**src/rtl/regfile_access_ctrl.sv**
```systemverilog
// regfile_access_ctrl: sequences every access to a 32x32 register file that
// has no reset, one synchronous write port and two registered read ports.
// After reset the block zero-fills all 32 registers, then arbitrates the
// single write port between ALU and load writeback and serves operand reads
// with a one-cycle response.
// Optional build macro RF_BYPASS_EN: a read accepted in the same cycle as a
// granted nonzero write to the same register returns the new write data.
module regfile_access_ctrl #(
  parameter int XLEN         = 32,
  parameter int STARVE_LIMIT = 4
) (
  input  logic            clk,
  input  logic            reset_n,
  input  logic            alu_wb_valid,
  input  logic [4:0]      alu_wb_rd,
  input  logic [XLEN-1:0] alu_wb_data,
  output logic            alu_wb_ready,
  input  logic            mem_wb_valid,
  input  logic [4:0]      mem_wb_rd,
  input  logic [XLEN-1:0] mem_wb_data,
  output logic            mem_wb_ready,
  input  logic            rd_req_valid,
  input  logic [4:0]      rd_req_rs1,
  input  logic [4:0]      rd_req_rs2,
  output logic            rd_req_ready,
  output logic            rd_rsp_valid,
  output logic [XLEN-1:0] rd_rsp_data1,
  output logic [XLEN-1:0] rd_rsp_data2,
  output logic            init_done,
  output logic [4:0]      rf_addr1,
  output logic [4:0]      rf_addr2,
  output logic [4:0]      rf_addr3,
  output logic            rf_regwrite,
  output logic [XLEN-1:0] rf_datain,
  input  logic [XLEN-1:0] rf_rdata1,
  input  logic [XLEN-1:0] rf_rdata2
);

  typedef enum logic [0:0] {ST_INIT = 1'b0, ST_RUN = 1'b1} state_t;

  localparam logic [3:0] STARVE_LIM_C = 4'(STARVE_LIMIT);

  state_t          state_r;
  logic [4:0]      init_cnt_r;
  logic [3:0]      starve_cnt_r;
  logic            rsp_valid_r;
  logic            rs1_zero_r;
  logic            rs2_zero_r;

  logic            run_s;
  logic            alu_grant_s;
  logic            mem_grant_s;
  logic            rd_accept_s;
  logic            wr_en_s;
  logic [4:0]      wr_addr_s;
  logic [XLEN-1:0] wr_data_s;
  logic [XLEN-1:0] src1_s;
  logic [XLEN-1:0] src2_s;

  // Write-port arbitration: mem wins ties unless the ALU has starved too long.
  always_comb begin
    run_s       = (state_r == ST_RUN);
    rd_accept_s = run_s & rd_req_valid;
    alu_grant_s = 1'b0;
    mem_grant_s = 1'b0;
    if (run_s) begin
      if (alu_wb_valid && (!mem_wb_valid || (starve_cnt_r >= STARVE_LIM_C))) begin
        alu_grant_s = 1'b1;
      end else if (mem_wb_valid) begin
        mem_grant_s = 1'b1;
      end else begin
        mem_grant_s = 1'b0;
      end
    end else begin
      alu_grant_s = 1'b0;
    end
  end

  // Write-port mux: zero-fill sweep in INIT, granted writeback in RUN.
  // The INIT enable is qualified by reset_n so nothing is written while reset is held.
  always_comb begin
    wr_en_s   = 1'b0;
    wr_addr_s = 5'd0;
    wr_data_s = '0;
    if (!run_s) begin
      wr_en_s   = reset_n;
      wr_addr_s = init_cnt_r;
    end else if (alu_grant_s) begin
      wr_en_s   = (alu_wb_rd != 5'd0);
      wr_addr_s = alu_wb_rd;
      wr_data_s = alu_wb_data;
    end else if (mem_grant_s) begin
      wr_en_s   = (mem_wb_rd != 5'd0);
      wr_addr_s = mem_wb_rd;
      wr_data_s = mem_wb_data;
    end else begin
      wr_en_s   = 1'b0;
    end
  end

  // INIT/RUN sequencing with the zero-fill address counter.
  always_ff @(posedge clk or negedge reset_n) begin
    if (!reset_n) begin
      state_r    <= ST_INIT;
      init_cnt_r <= 5'd0;
    end else begin
      case (state_r)
        ST_INIT: begin
          init_cnt_r <= init_cnt_r + 5'd1;
          if (init_cnt_r == 5'd31) begin
            state_r <= ST_RUN;
          end
        end
        ST_RUN: begin
          state_r <= ST_RUN;
        end
        default: begin
          state_r    <= ST_INIT;
          init_cnt_r <= 5'd0;
        end
      endcase
    end
  end

  // Starvation counter: counts consecutive ALU losses, saturating at 15.
  always_ff @(posedge clk or negedge reset_n) begin
    if (!reset_n) begin
      starve_cnt_r <= 4'd0;
    end else if (run_s && alu_wb_valid && !alu_grant_s) begin
      if (starve_cnt_r != 4'd15) begin
        starve_cnt_r <= starve_cnt_r + 4'd1;
      end
    end else begin
      starve_cnt_r <= 4'd0;
    end
  end

  // Read response tracking: one-cycle valid plus x0 flags captured at accept.
  always_ff @(posedge clk or negedge reset_n) begin
    if (!reset_n) begin
      rsp_valid_r <= 1'b0;
      rs1_zero_r  <= 1'b0;
      rs2_zero_r  <= 1'b0;
    end else begin
      rsp_valid_r <= rd_accept_s;
      if (rd_accept_s) begin
        rs1_zero_r <= (rd_req_rs1 == 5'd0);
        rs2_zero_r <= (rd_req_rs2 == 5'd0);
      end
    end
  end

`ifdef RF_BYPASS_EN
  logic            byp1_r;
  logic            byp2_r;
  logic [XLEN-1:0] byp_data1_r;
  logic [XLEN-1:0] byp_data2_r;

  // Same-cycle read/write collision capture for forwarding the new data.
  always_ff @(posedge clk or negedge reset_n) begin
    if (!reset_n) begin
      byp1_r      <= 1'b0;
      byp2_r      <= 1'b0;
      byp_data1_r <= '0;
      byp_data2_r <= '0;
    end else begin
      byp1_r      <= rd_accept_s & wr_en_s & (rd_req_rs1 == wr_addr_s);
      byp2_r      <= rd_accept_s & wr_en_s & (rd_req_rs2 == wr_addr_s);
      byp_data1_r <= wr_data_s;
      byp_data2_r <= wr_data_s;
    end
  end

  assign src1_s = byp1_r ? byp_data1_r : rf_rdata1;
  assign src2_s = byp2_r ? byp_data2_r : rf_rdata2;
`else
  assign src1_s = rf_rdata1;
  assign src2_s = rf_rdata2;
`endif

  assign alu_wb_ready = alu_grant_s;
  assign mem_wb_ready = mem_grant_s;
  assign rd_req_ready = run_s;
  assign init_done    = run_s;
  assign rf_addr1     = rd_req_rs1;
  assign rf_addr2     = rd_req_rs2;
  assign rf_addr3     = wr_addr_s;
  assign rf_regwrite  = wr_en_s;
  assign rf_datain    = wr_data_s;
  assign rd_rsp_valid = rsp_valid_r;
  assign rd_rsp_data1 = (rsp_valid_r && !rs1_zero_r) ? src1_s : '0;
  assign rd_rsp_data2 = (rsp_valid_r && !rs2_zero_r) ? src2_s : '0;

endmodule

```
**config.mk**
```make
export PLATFORM = sky130hd
export DESIGN_NAME = regfile_access_ctrl
export DESIGN_NICKNAME = d
export VERILOG_FILES = /design/src/rtl/regfile_access_ctrl.sv
export SDC_FILE = /design/constraint.sdc
export NUM_CORES = 1
export LEC_CHECK = 0
export ABC_AREA = 1
export BUFFER_PORTS_ARGS = -buffer_cell sky130_fd_sc_hd__buf_2
export CORE_AREA = 2 2 105 107
export DETAILED_ROUTE_END_ITERATION = 8
export DIE_AREA = 0 0 107 109
export PLACE_DENSITY = 0.63
export SKIP_LAST_GASP = 1
export SLEW_MARGIN = 20
export SYNTH_ARGS = -nofsm -noshare
export SYNTH_HDL_FRONTEND = slang
export SYNTH_SLANG_ARGS = --single-unit
```
**constraint.sdc**
```tcl
create_clock -name clk -period 1.4 [get_ports clk]
set_input_delay 0.07 -clock clk [delete_from_list [all_inputs] [get_ports clk]]
set_output_delay 0.07 -clock clk [all_outputs]
set_load 0.02 [all_outputs]
```
==> out/summary.txt <==
Worst Setup End Kind: output pin
unrepaired setup endpoints after global routing: yes
worst r2r src: init_cnt_r[1]$_DFFE_PN0N_
final setup vio count: 39
Multi-input gate area: 1070 um2
DR WL/cell: 10.5 um
worst r2r dst: init_done$_DFF_PN0_
count of nets after finishing: 765
most frequent cells in the layout: buf_2 (231), inv_1 (104), nor2_1 (71), nand2_1 (57), buf_6 (25)
post-route core utilization: 35.6%
initial DRC count: 135
Worst EP required: 1.33 ns
GP Congestion: 0.818
library cells used by synthesis: 28
max-cap viol count: 0
DP HPWL: 6150 um
port bufs: 269
Syn Nets: 498
Yosys top cell area share: 21.6%
vias in the first global route: 2,407
Synth area leaders: inv_1 (22%), dfrtp_1 (18%), nor2_1 (15%), nand2_1 (12%), buf_4 (5.3%)
clock-pin slew on the worst setup and hold paths: 0.05 ns
IO Pins: 270
Max VDD drop: 457 uV
status: finished, violations left
FMAX: 645 MHz
Area growth, synth to finish: 106%
Rows: 38
Post-Layout Cell Count: 748
met1 Track Usage GR: 12.6%
H-tree depth: 1
Seq cells post-synth: 13
Leak: 2.52 nW
Worst Skew: 0.00306 ns
total grt overflow: 0
Die Wd: 107 um
Starting Density: 17.2%
critical path class: register to output pin
commonest non-fill, non-tap cell in the layout: buf_2
vias: 2,842
CP endpoint: rf_datain[20]
Final Cycle Share: 111%
EDFF count, synth: 0
number of antenna violations at the first check in global routing: 1
1st-pass router iterations: 6
Top FF cell, synth: dfrtp_1
hold_ws: 0.120 ns
Core Box Area: 10,600 um2
Syn Area/Cell: 5.34 um2
CP max FO: 20
Critical path origin: starve_cnt_r[2]$_DFFE_PN0P_
pwr dens: 524 nW/um2
synthesized area: 1830 um2
clk_lat worst skew: 0.23 ns
sequential-to-total area share from yosys stat: 17.8%
Worst Hold Class: input port to register
CP Launch Type: register
met3 track demand over resource: 2.45%
clk sinks: 13
register area: 325 um2
Synth area leader: inv_1
Clk Tree Root Cell: clkbuf_8
via density per instance: 3.80
antenna viol nets, final: 0
Synth Instances: 342
Placed Instances: 736
number of inserted diodes: 0
CTS Buf Count: 3
grt peak-use layer: met2
Die Y: 109 um
M2 GR Usage: 21.5%
layout cells sized above 1: 54.1%
DRC viols: 0
Yosys warning count: 0
final WL: 7830 um
final setup slack of the worst path: -0.151 ns
Max clock buf depth: 2
largest net degree at the start of global routing: 40
GRT Util Overall: 11.0%
asr flop ratio synth: 100%
final hold viol count: 0
setup TNS: -3.94 ns
CTS tree: built
reg2reg setup slack: 0.05 ns
violated checks: negative setup slack
Fillers: 1,154
Worst Reg2Reg Path Length in Cells: 4
CP arrival: 1.48 ns
Tmin final: 1.55 ns
global-route wire length before repair: 10,600 um
Die Area: 11,700 um2
Slew Limit Fails: 0
## cells by family after synthesis
kind of cell | count (synthesis) | share of synthesized area (%)
AND/OR/NAND/NOR | 155 | 34.5
other | 1 | 0.205
XOR/XNOR | 3 | 1.44
AO/OA/AOI/OAI | 35 | 11.8
flip-flops | 13 | 17.8
buffers and inverters | 132 | 32.1
adder cells (fa/ha/maj) | 3 | 2.06
## Yosys cell counts, types with 2 or more instances
master / instances
nand3_1: 14
nand2_2: 2
clkbuf_1: 6
nor2_1: 71
dfrtp_1: 13
nand2_1: 58
o21ai_0: 5
ha_1: 3
inv_1: 105
xor2_1: 2
o21ai_2: 10
buf_6: 4
nor3_1: 4
o21ai_1: 19
buf_4: 13
## sequential cells by signal, summed over array words and instances (netlist names)
signal / cells
init_cnt_r: 5
starve_cnt_r: 4
init_done: 1
rd_rsp_valid: 1
rs1_zero_r: 1
rs2_zero_r: 1
## metrics by stage
stage | total power (W) | setup WS, ns | instance area (um2)
2_1_floorplan | 0.00102 | -0.0580 | 1900
6_report | 0.00198 | -0.151 | 3770
3_5_place_dp | 0.00147 | 0.0535 | 3330
4_1_cts | 0.00192 | -0.139 | 3600
5_1_grt | 0.00212 | -0.212 | 3770
3_3_place_gp | 0.00147 | 0.0697 | 3330
## critical path, stage by stage (launching register included)
cell and delay, ns:
dfrtp_1 0.33, nor2_2 0.05, buf_4 0.13, a21oi_4 0.19, buf_12 0.19, nand2_1 0.12, o21ai_4 0.09, buf_6 0.13
## report_power, final
part / leakage, nW / switching, W / internal (W)
combinational: 2.33 / 0.000705 / 0.000561
clock: 0.0228 / 0.000121 / 0.000200
sequential: 0.170 / 0.00000406 / 0.000384
total: 2.52 / 0.000830 / 0.00115
## layer usage
| layer | vias up | share of wire, % |
|---|---|---|
| li1 | 1487 | - |
| met5 | - | 0.17 |
| met4 | 2 | 0.60 |
| met2 | 128 | 54 |
| met1 | 1219 | 38 |
| met3 | 6 | 7.3 |
## worst min path at each step
stage,startpoint,cells after the start,slack (ns),endpoint
final,rd_req_rs1[4],4,0.12,rs1_zero_r$_DFFE_PN0P_
after global routing,rd_req_rs1[4],4,0.14,rs1_zero_r$_DFFE_PN0P_
after CTS,rd_req_rs1[4],4,0.11,rs1_zero_r$_DFFE_PN0P_
after detailed placement,reset_n,2,0.04,init_cnt_r[0]$_DFFE_PN0N_
after global placement,reset_n,2,0.04,rd_rsp_valid$_DFF_PN0_
after floorplan,reset_n,0,-0.23,init_cnt_r[0]$_DFFE_PN0N_
## area by class of cell
class / instances / area share, %
repair buffers: 286 / 46.4
clock buffers: 4 / 1.19
flip-flops and latches: 13 / 8.63
multi-input cells: 198 / 28.4
inverters: 107 / 10.8
well taps: 140 / 4.64
## repair_timing
item                                   in CTS  in global routing
cloned                                      2                  1
pin swaps                                   4                  4
hold buffers                                1                  0
setup endpoints to repair                  39                 91
setup buffers                               3                  1
resized for setup                          52                 30
endpoints found under the hold margin      13                  0
(Power assumes the default switching activity.)
